### config.mk
export PLATFORM = sky130hd
export DESIGN_NAME = iic_init_sequencer
export DESIGN_NICKNAME = d
export VERILOG_FILES = /design/src/rtl/iic_pkg.sv /design/src/rtl/iic_init_sequencer.sv
export SDC_FILE = /design/constraint.sdc
export NUM_CORES = 1
export LEC_CHECK = 0
export ABC_AREA = 1
export CORE_MARGIN = 5
export CORE_UTILIZATION = 53
export CTS_CLUSTER_DIAMETER = 120
export DETAILED_ROUTE_END_ITERATION = 16
export PLACE_DENSITY_LB_ADDON = 0.3
export SKIP_CTS_REPAIR_TIMING = 1
export SYNTH_ARGS = -nofsm -noshare
export SYNTH_HDL_FRONTEND = slang
export SYNTH_SLANG_ARGS = --single-unit
### constraint.sdc
create_clock -name i_clk -period 3.2 [get_ports i_clk]
set_clock_uncertainty 0.05 [all_clocks]
set_input_delay 0.32 -clock i_clk [delete_from_list [all_inputs] [get_ports i_clk]]
set_output_delay 0.32 -clock i_clk [all_outputs]
set_load 0.1 [all_outputs]
### src/rtl/iic_pkg.sv
// Shared definitions for the IIC init sequencer: FSM state codes, error codes,
// transmitter state codes and the configuration table word layout.
package iic_pkg;

  typedef enum logic [2:0] {
    ST_IDLE  = 3'd0,
    ST_FETCH = 3'd1,
    ST_LOAD  = 3'd2,
    ST_SEND  = 3'd3,
    ST_GAP   = 3'd4,
    ST_DONE  = 3'd5,
    ST_ERR   = 3'd6
  } seq_state_e;

  localparam logic [1:0] ERR_NONE    = 2'b00;
  localparam logic [1:0] ERR_NACK    = 2'b01;
  localparam logic [1:0] ERR_TIMEOUT = 2'b10;
  localparam logic [1:0] ERR_ABORT   = 2'b11;

  localparam logic [3:0] TX_IDLE    = 4'd0;
  localparam logic [3:0] TX_ACK_CHK = 4'd7;

  localparam int TBL_W    = 23;
  localparam int DEV_MSB  = 22;
  localparam int DEV_LSB  = 16;
  localparam int WORD_MSB = 15;
  localparam int WORD_LSB = 8;
  localparam int DATA_MSB = 7;
  localparam int DATA_LSB = 0;

  function automatic logic [6:0] tbl_dev(input logic [TBL_W-1:0] w);
    return w[DEV_MSB:DEV_LSB];
  endfunction

  function automatic logic [7:0] tbl_word(input logic [TBL_W-1:0] w);
    return w[WORD_MSB:WORD_LSB];
  endfunction

  function automatic logic [7:0] tbl_data(input logic [TBL_W-1:0] w);
    return w[DATA_MSB:DATA_LSB];
  endfunction

endpackage

### src/rtl/iic_init_sequencer.sv
// Walks the configuration table and drives the single-byte IIC transmitter once
// per entry, with per-attempt watchdog, NACK retry and abort handling.
module iic_init_sequencer
  import iic_pkg::*;
#(
  parameter int N_ENTRIES   = 16,
  parameter int IDX_W       = 4,
  parameter int MAX_RETRY   = 3,
  parameter int TIMEOUT_CYC = 1024,
  parameter int GAP_CYC     = 8
) (
  input  logic             i_clk,
  input  logic             i_rst,
  input  logic             i_start,
  input  logic             i_abort,
  output logic [IDX_W-1:0] o_tbl_addr,
  input  logic [TBL_W-1:0] i_tbl_data,
  output logic             o_send_en,
  output logic [6:0]       o_dev_addr,
  output logic [7:0]       o_word_addr,
  output logic [7:0]       o_write_data,
  input  logic             i_tx_done,
  input  logic [3:0]       i_tx_state,
  output logic             o_busy,
  output logic             o_done,
  output logic             o_error,
  output logic [1:0]       o_err_code,
  output logic [IDX_W-1:0] o_err_idx
);

  localparam int WD_W  = $clog2(TIMEOUT_CYC + 1);
  localparam int GAP_W = $clog2(GAP_CYC + 1);

  seq_state_e       state_reg, state_next;
  logic [IDX_W:0]   idx_reg, idx_next;
  logic [3:0]       retry_reg, retry_next;
  logic [WD_W-1:0]  wdog_reg, wdog_next;
  logic [GAP_W-1:0] gap_reg, gap_next;
  logic [3:0]       prev_tx_state_reg;
  logic [6:0]       dev_addr_reg, dev_addr_next;
  logic [7:0]       word_addr_reg, word_addr_next;
  logic [7:0]       write_data_reg, write_data_next;
  logic [1:0]       err_code_reg, err_code_next;
  logic [IDX_W-1:0] err_idx_reg, err_idx_next;

  logic nack, timeout, last_try, gap_done, all_sent, abortable;

  // A NACK shows up as the transmitter falling from ack-check back to idle without done.
  assign nack      = (prev_tx_state_reg == TX_ACK_CHK) && (i_tx_state == TX_IDLE) && !i_tx_done;
  assign timeout   = (wdog_reg == WD_W'(TIMEOUT_CYC - 1));
  assign last_try  = ((retry_reg + 4'd1) == 4'(MAX_RETRY));
  assign gap_done  = (gap_reg == GAP_W'(GAP_CYC - 1));
  assign all_sent  = (idx_reg == (IDX_W+1)'(N_ENTRIES));
  assign abortable = state_reg inside {ST_FETCH, ST_LOAD, ST_SEND, ST_GAP};

  always_ff @(posedge i_clk) begin
    if (i_rst) begin
      state_reg         <= ST_IDLE;
      idx_reg           <= '0;
      retry_reg         <= '0;
      wdog_reg          <= '0;
      gap_reg           <= '0;
      prev_tx_state_reg <= TX_IDLE;
      dev_addr_reg      <= '0;
      word_addr_reg     <= '0;
      write_data_reg    <= '0;
      err_code_reg      <= ERR_NONE;
      err_idx_reg       <= '0;
    end else begin
      state_reg         <= state_next;
      idx_reg           <= idx_next;
      retry_reg         <= retry_next;
      wdog_reg          <= wdog_next;
      gap_reg           <= gap_next;
      prev_tx_state_reg <= i_tx_state;
      dev_addr_reg      <= dev_addr_next;
      word_addr_reg     <= word_addr_next;
      write_data_reg    <= write_data_next;
      err_code_reg      <= err_code_next;
      err_idx_reg       <= err_idx_next;
    end
  end

  always_comb begin
    state_next      = state_reg;
    idx_next        = idx_reg;
    retry_next      = retry_reg;
    wdog_next       = wdog_reg;
    gap_next        = gap_reg;
    dev_addr_next   = dev_addr_reg;
    word_addr_next  = word_addr_reg;
    write_data_next = write_data_reg;
    err_code_next   = err_code_reg;
    err_idx_next    = err_idx_reg;
    o_send_en       = (state_reg == ST_SEND);
    o_done          = (state_reg == ST_DONE);
    o_error         = (state_reg == ST_ERR);
    o_busy          = (state_reg != ST_IDLE);

    case (state_reg)
      ST_IDLE: begin
        if (i_start) begin
          idx_next      = '0;
          retry_next    = '0;
          err_code_next = ERR_NONE;
          err_idx_next  = '0;
          state_next    = ST_FETCH;
        end
      end
      ST_FETCH: state_next = ST_LOAD;
      ST_LOAD: begin
        dev_addr_next   = tbl_dev(i_tbl_data);
        word_addr_next  = tbl_word(i_tbl_data);
        write_data_next = tbl_data(i_tbl_data);
        wdog_next       = '0;
        state_next      = ST_SEND;
      end
      ST_SEND: begin
        wdog_next = wdog_reg + WD_W'(1);
        if (i_tx_done) begin
          idx_next   = idx_reg + (IDX_W+1)'(1);
          retry_next = '0;
          gap_next   = '0;
          state_next = ST_GAP;
        end else if (nack || timeout) begin
          if (last_try) begin
            err_code_next = nack ? ERR_NACK : ERR_TIMEOUT;
            err_idx_next  = idx_reg[IDX_W-1:0];
            state_next    = ST_ERR;
          end else begin
            retry_next = retry_reg + 4'd1;
            gap_next   = '0;
            state_next = ST_GAP;
          end
        end
      end
      ST_GAP: begin
        gap_next = gap_reg + GAP_W'(1);
        if (gap_done) state_next = all_sent ? ST_DONE : ST_FETCH;
      end
      ST_DONE: state_next = ST_IDLE;
      ST_ERR:  state_next = ST_IDLE;
      default: state_next = ST_IDLE;
    endcase

    // Abort overrides whatever the current state decided, including a same-cycle done.
    if (i_abort && abortable) begin
      idx_next      = idx_reg;
      retry_next    = retry_reg;
      err_code_next = ERR_ABORT;
      err_idx_next  = idx_reg[IDX_W-1:0];
      state_next    = ST_ERR;
    end
  end

  assign o_tbl_addr   = idx_reg[IDX_W-1:0];
  assign o_dev_addr   = dev_addr_reg;
  assign o_word_addr  = word_addr_reg;
  assign o_write_data = write_data_reg;
  assign o_err_code   = err_code_reg;
  assign o_err_idx    = err_idx_reg;

endmodule

==> impl_metrics.env, run 1 <==
export IMPL_outcome="complete, no violations"
export IMPL_largest_register_ffs=11
export IMPL_cap_violations=0
export IMPL_firstDrtPassIters=4
export IMPL_ir_drop_mv=0.765
export IMPL_antenna_found_initial=0
export IMPL_core_rowCount=27
export IMPL_worst_pin_slew_ps=1010
export IMPL_timing_setup_tns_ps=0
export IMPL_synth_area_leader_cell="dfxtp_1"
export IMPL_cpMaxStageDelayCell="clkdlybuf4s50_1"
export IMPL_finalSetupViolations=0
export IMPL_dieArea_um2=7050
export IMPL_num_antenna_cells=0
export IMPL_die_w_um=84.0
export IMPL_yosys_area_top_type_share=0.414
export IMPL_cp_data_required_time_ps=2830
export IMPL_hold_start="o_word_addr[2]$_SDFFE_PP0P_"
export IMPL_r2r_slack_ps=1180
export IMPL_drc=0
export IMPL_ys_types=35
export IMPL_synth_flop_cell="dfxtp_1"
export IMPL_synth_most_common_cell="nand2_1"
export IMPL_num_io_pins=69
export IMPL_fin_crit_sh=0.711
export IMPL_start_kind="flop"
export IMPL_path_class="reg -> out"
export IMPL_crit_path_end_kind="output port"
export IMPL_routedWlPerCell_um=12.3
export IMPL_synth_cells=398
export IMPL_r2r_start="state_reg[1]$_SDFFE_PP0P_"
export IMPL_cp_arrival_ps=1910
export IMPL_fmax_mhz=439
export IMPL_tritoncts="done"
export IMPL_grt_start_max_net_pins=47
export IMPL_ys_ff_latch=60
export IMPL_async_reset_ff_frac=0
export IMPL_wirelength_um=6640
export IMPL_setup_ws_ps=924
export IMPL_drt_initial_drc_count=92
export IMPL_netlist_top_cells_area="dfxtp_1 41%, nand2_1 12%, nand3_1 7.9%"
export IMPL_synth_edf_count=0
export IMPL_clock_root_buffer="clkbuf_8"
export IMPL_yosysWarningCount=0
export IMPL_gp_congestion=0.888
export IMPL_holdPathStages=2
export IMPL_grt_pass1_vias=2644
export IMPL_initial_core_util=0.537
export IMPL_syn_area_per_cell_um2=7.29
export IMPL_grt_pass1_wl_um=11500
export IMPL_p_leak_uw=0.00148
export IMPL_r2r_end="wdog_reg[10]$_SDFFE_PP0P_"
export IMPL_critical_path_buf_inv_count=1
export IMPL_dp_hpwl_um=4780
export IMPL_startpoint="idx_reg[3]$_SDFFE_PP0P_"
export IMPL_power_density_nw_per_um2=964
export IMPL_layout_drive_gt1_share=0.101
export IMPL_insertion_delay_ps=330
export IMPL_pre_cts_slack_ps=1200
export IMPL_grt_usage=0.197
export IMPL_nets=500
export IMPL_syn_cell_area_um2=2900
export IMPL_synth_nets=436
export IMPL_antenna_left=0
export IMPL_critPathMaxStageDelay_ps=1160
export IMPL_htreeDepth=3
export IMPL_r2r_cells=7
export IMPL_clkTransAtPathRegs_ps=60
export IMPL_worstHoldEndpoint="o_word_addr[2]$_SDFFE_PP0P_"
export IMPL_clock_sinks=60
export IMPL_clock_path_buffers=2
export IMPL_yosysSeqAreaShare=0.414
export IMPL_vias=2755
export IMPL_path_cells="clkdlybuf4s50_1"
export IMPL_synth_common_cells="95 x nand2_1, 60 x dfxtp_1, 46 x nand3_1"
export IMPL_gr_total_overflow=0
export IMPL_hold_viol=0
export IMPL_grt_setup_unrepaired="false"
export IMPL_path_delay_family="buffers and inverters"
export IMPL_slew_limit_headroom=0.328
export IMPL_portBuffers=68
export IMPL_fp_coreArea_um2=5410
export IMPL_cts_buffers=9
export IMPL_layout_min_cycle_time_ps=2280
export IMPL_hold_path_class="reg -> reg"
export IMPL_via_per_inst=5.12
export IMPL_finalMaxSlewViolations=0
export IMPL_syn_to_final_growth_pct=29.5
export IMPL_die_y_um=84.0
export IMPL_crit_path_max_fanout=5
cell usage in the layout (no fill, tap or decap):
| cell | Yosys | layout |
|---|---|---|
| clkdlybuf4s50_1 | 0 | 64 |
| a31oi_1 | 2 | 2 |
| nand4_1 | 6 | 6 |
| clkinv_2 | 0 | 2 |
| inv_2 | 7 | 7 |
| a221oi_1 | 1 | 1 |
| o21ai_1 | 1 | 1 |
| a21oi_1 | 42 | 42 |
| nand3_1 | 46 | 46 |
| xnor2_1 | 1 | 1 |
| nor2_1 | 41 | 41 |
| nor2_2 | 2 | 2 |
| a21oi_2 | 1 | 1 |
| o31ai_1 | 1 | 1 |
| xor2_1 | 2 | 2 |
| clkinv_1 | 1 | 1 |
| clkbuf_8 | 0 | 11 |
| a21oi_4 | 1 | 1 |
| nor2_8 | 3 | 3 |
| nand2_1 | 95 | 95 |
| dfxtp_1 | 60 | 60 |
| nand2_4 | 6 | 6 |
| inv_1 | 31 | 31 |
| buf_4 | 5 | 7 |
| clkbuf_1 | 10 | 2 |
| or2_2 | 1 | 1 |
| nand3_2 | 1 | 1 |
| a211oi_1 | 3 | 3 |
| o211ai_1 | 2 | 2 |
| nor3_4 | 1 | 1 |
| ha_1 | 6 | 6 |
| nor3_1 | 4 | 4 |
| nor2_4 | 2 | 2 |
| o21ai_0 | 6 | 6 |
| or2_0 | 2 | 2 |
| nand2_2 | 2 | 2 |
cell families (layout without fill, tap and decap cells):
family,Yosys count,after routing,synth area share
compound gates,60,60,0.116
simple gates,212,212,0.351
xor+xnor,3,3,0.00906
fa+ha+maj,6,6,0.0259
buf+inv,57,125,0.0837
flops,60,60,0.414
worst max path at each step:
stage                                endpoint  slack, ps  cells after the start
floorplan                             o_error        240                      2
global placement    wdog_reg[10]$_SDFFE_PP0P_       1240                      7
detailed placement  o_err_idx[0]$_SDFFE_PP0P_       1200                     11
CTS                             o_tbl_addr[3]        900                      1
global route                    o_tbl_addr[3]        850                      1
finish                          o_tbl_addr[3]        920                      1
per-stage QoR:
stage / cell area [um^2] / power (uW) / util / std cells / hold slack [ps]
CTS: 3760 / 3640 / 0.695 / 538 / 413
detailed placement: 3590 / 3040 / 0.664 / 523 / 403
floorplan: 2900 / 2640 / - / 398 / 377
finish: 3760 / 3620 / 0.695 / 538 / 412
global placement: 3590 / 3000 / 0.664 / 523 / 397
global route: 3760 / 3850 / 0.695 / 538 / 430
where the power goes:
group	leakage (uW)	total, uW	switching, uW	internal, uW
clock	0.0000893	595	278	317
combinational	0.000900	2070	1520	550
sequential	0.000489	958	84.8	874
area by class of cell:
type                    count  area [um^2]
clock buffers              13          159
clock inverters             2         10.0
fillers                   473         1650
inverters                  39          146
multi-input cells         281         1460
flip-flops and latches     60         1200
well taps                  72         90.1
repair buffers             71          693
per-layer routing:
| metal | vias up | wire length, um | track usage |
|---|---|---|---|
| met5 | - | 0 | 0 |
| met4 | 0 | 88 | 0.0892 |
| met3 | 10 | 616 | 0.0819 |
| met2 | 77 | 3030 | 0.305 |
| met1 | 1247 | 2910 | 0.238 |
| li1 | 1421 | - | - |
Power figures use the tool's default switching activity.
==> run 2: changes to the inputs <==
Settings changed: CORE_UTILIZATION 53 to 50.
Clock period 3.2 ns to 2.1 ns, I/O delays scaled along.
==> run 2 against run 1 <==
Flip-flop and latch count is the same; sequential share of layout area shrank 0.25 points; worst setup slack lost 660 ps; worst hold slack lost 40 ps; sequential power grew 52%; final cell count grew 0.56%; global-route usage shrank 0.31 points; combinational power grew 57%; register-to-register slack lost 840 ps; critical path depth grew 5; final area grew 0.80%; routed wire length grew 2.1%; critical endpoint is now o_send_en; largest cell class unchanged; highest routed layer unchanged.
==> impl_metrics.env, run 2 (synthesized netlist as in run 1, its figures left out) <==
export IMPL_finish_cell_count_without_fillers=541
export IMPL_gp_congestion=0.836
export IMPL_p_int_uw=2860
export IMPL_drc=0
export IMPL_finalMaxSlewViolations=0
export IMPL_crit_path_end_kind="output port"
export IMPL_ir_drop_mv=1.46
export IMPL_cap_violations=0
export IMPL_crit_path_max_fanout=11
export IMPL_num_antenna_cells=0
export IMPL_pre_cts_slack_ps=223
export IMPL_met3_length_um=744
export IMPL_place_inst=526
export IMPL_cp_data_required_time_ps=1840
export IMPL_path_cells="inv_2 -> nor2_4 -> nand2_4 -> inv_1 -> buf_4 -> buf_12"
export IMPL_htreeDepth=3
export IMPL_grt_start_max_net_pins=47
export IMPL_routedWlPerCell_um=12.5
export IMPL_hold_path_class="in -> reg"
export IMPL_timing_setup_tns_ps=0
export IMPL_clock_sinks=60
export IMPL_antenna_found_initial=0
export IMPL_initial_core_util=0.520
export IMPL_drt_initial_drc_count=144
export IMPL_outcome="complete, no violations"
export IMPL_syn_to_final_growth_pct=30.5
export IMPL_critical_path_buf_inv_count=4
export IMPL_nets=503
export IMPL_core_rowCount=27
export IMPL_p_sw_frac=0.506
export IMPL_layout_min_cycle_time_ps=1830
export IMPL_antenna_left=0
export IMPL_critPathMaxStageDelay_ps=370
export IMPL_fmax_mhz=546
export IMPL_dieArea_um2=7420
export IMPL_setup_ws_ps=268
export IMPL_clkPwrFrac=0.188
export IMPL_firstDrtPassIters=4
export IMPL_clock_root_buffer="clkbuf_8"
export IMPL_fin_crit_sh=0.872
export IMPL_layout_drive_gt1_share=0.183
export IMPL_gr_total_overflow=0
export IMPL_pwr_share_comb=0.559
export IMPL_fillCellCount=502
export IMPL_layout_cells_most_common_list="95 x nand2_1, 60 x dfxtp_1, 46 x nand3_1"
export IMPL_m1WireLength_um=2920
export IMPL_grt_usage=0.194
export IMPL_met2_length_um=3060
export IMPL_layout_commonest_cell="nand2_1"
export IMPL_seq_area_um2=1200
export IMPL_topRoutingLayerUsed="met4"
export IMPL_power_density_nw_per_um2=1530
export IMPL_path_delay_family="buffers and inverters"
export IMPL_multiInputGateArea_um2=1460
export IMPL_clkTransAtPathRegs_ps=60
export IMPL_num_io_pins=69
export IMPL_cp_arrival_ps=1570
export IMPL_seqPwrFrac=0.253
export IMPL_finalSetupViolations=0
export IMPL_fp_coreArea_um2=5570
export IMPL_power_switching_uw=2940
export IMPL_cpMaxStageDelayCell="dfxtp_1"
export IMPL_via_per_inst=5.11
export IMPL_dp_hpwl_um=4840
export IMPL_clock_path_buffers=2
export IMPL_die_w_um=86.2
export IMPL_hold_viol=0
export IMPL_wirelength_um=6780
export IMPL_path_class="reg -> out"
export IMPL_insertion_delay_ps=340
export IMPL_grt_setup_unrepaired="false"
export IMPL_p_leak_uw=0.00159
export IMPL_grt_pass1_vias=2730
export IMPL_die_y_um=86.2
export IMPL_worst_pin_slew_ps=492
export IMPL_tritoncts="done"
export IMPL_grt_pass1_wl_um=11600
export IMPL_vias=2765
export IMPL_largest_register_ffs=11
export IMPL_portBuffers=68
export IMPL_slew_limit_headroom=0.672
export IMPL_start_kind="flop"
export IMPL_cts_buffers=9
[run 2: per-layer routing]
layer / GRT usage / vias up
met5: 0 / -
li1: - / 1424
met2: 0.321 / 97
met1: 0.217 / 1237
met4: 0.0647 / 0
met3: 0.0951 / 7
[run 2: layout make-up]
type                    instances  share of cell area
clock buffers                   9              0.0327
clock inverters                 6              0.0212
inverters                      39              0.0387
multi-input cells             281               0.386
flip-flops and latches         60               0.317
well taps                      72              0.0238
repair buffers                 74               0.180
[run 2: metrics by stage]
step                       util  area, um^2  hold slack, ps  total power, uW
final                     0.679        3790             371             5800
after global routing      0.679        3790             374             6150
after CTS                 0.679        3790             358             5830
after detailed placement  0.643        3580             403             4730
after global placement    0.643        3580             399             4640
after floorplan               -        2910             267             4030
[run 2: final timing paths]
| check | start | endpoint | slack (ps) | cells past startpoint |
|---|---|---|---|---|
| setup / recovery | state_reg[1]$_SDFFE_PP0P_ | o_send_en | 270 | 6 |
| hold / removal | i_tx_state[2] | prev_tx_state_reg[2]$_SDFF_PP0_ | 370 | 3 |
| hold reg to reg | o_word_addr[0]$_SDFFE_PP0P_ | o_word_addr[0]$_SDFFE_PP0P_ | 410 | 2 |
| setup reg to reg | wdog_reg[0]$_SDFFE_PP0P_ | o_err_idx[2]$_SDFFE_PP0P_ | 340 | 10 |
[run 2: worst min-delay path, delay by kind of cell]
family | cells | cell delay, ps
simple gates | 1 | 30
buf+inv | 2 | 470
[run 2: power groups by stage]
| stage | logic, uW | registers (uW) | clock network, uW |
|---|---|---|---|
| global route | 3490 | 1490 | 1170 |
| finish | 3240 | 1460 | 1090 |
| CTS | 3260 | 1460 | 1120 |
| detailed placement | 3240 | 1480 | 0 |
| global placement | 3160 | 1480 | 0 |
| floorplan | 1710 | 2320 | 0 |
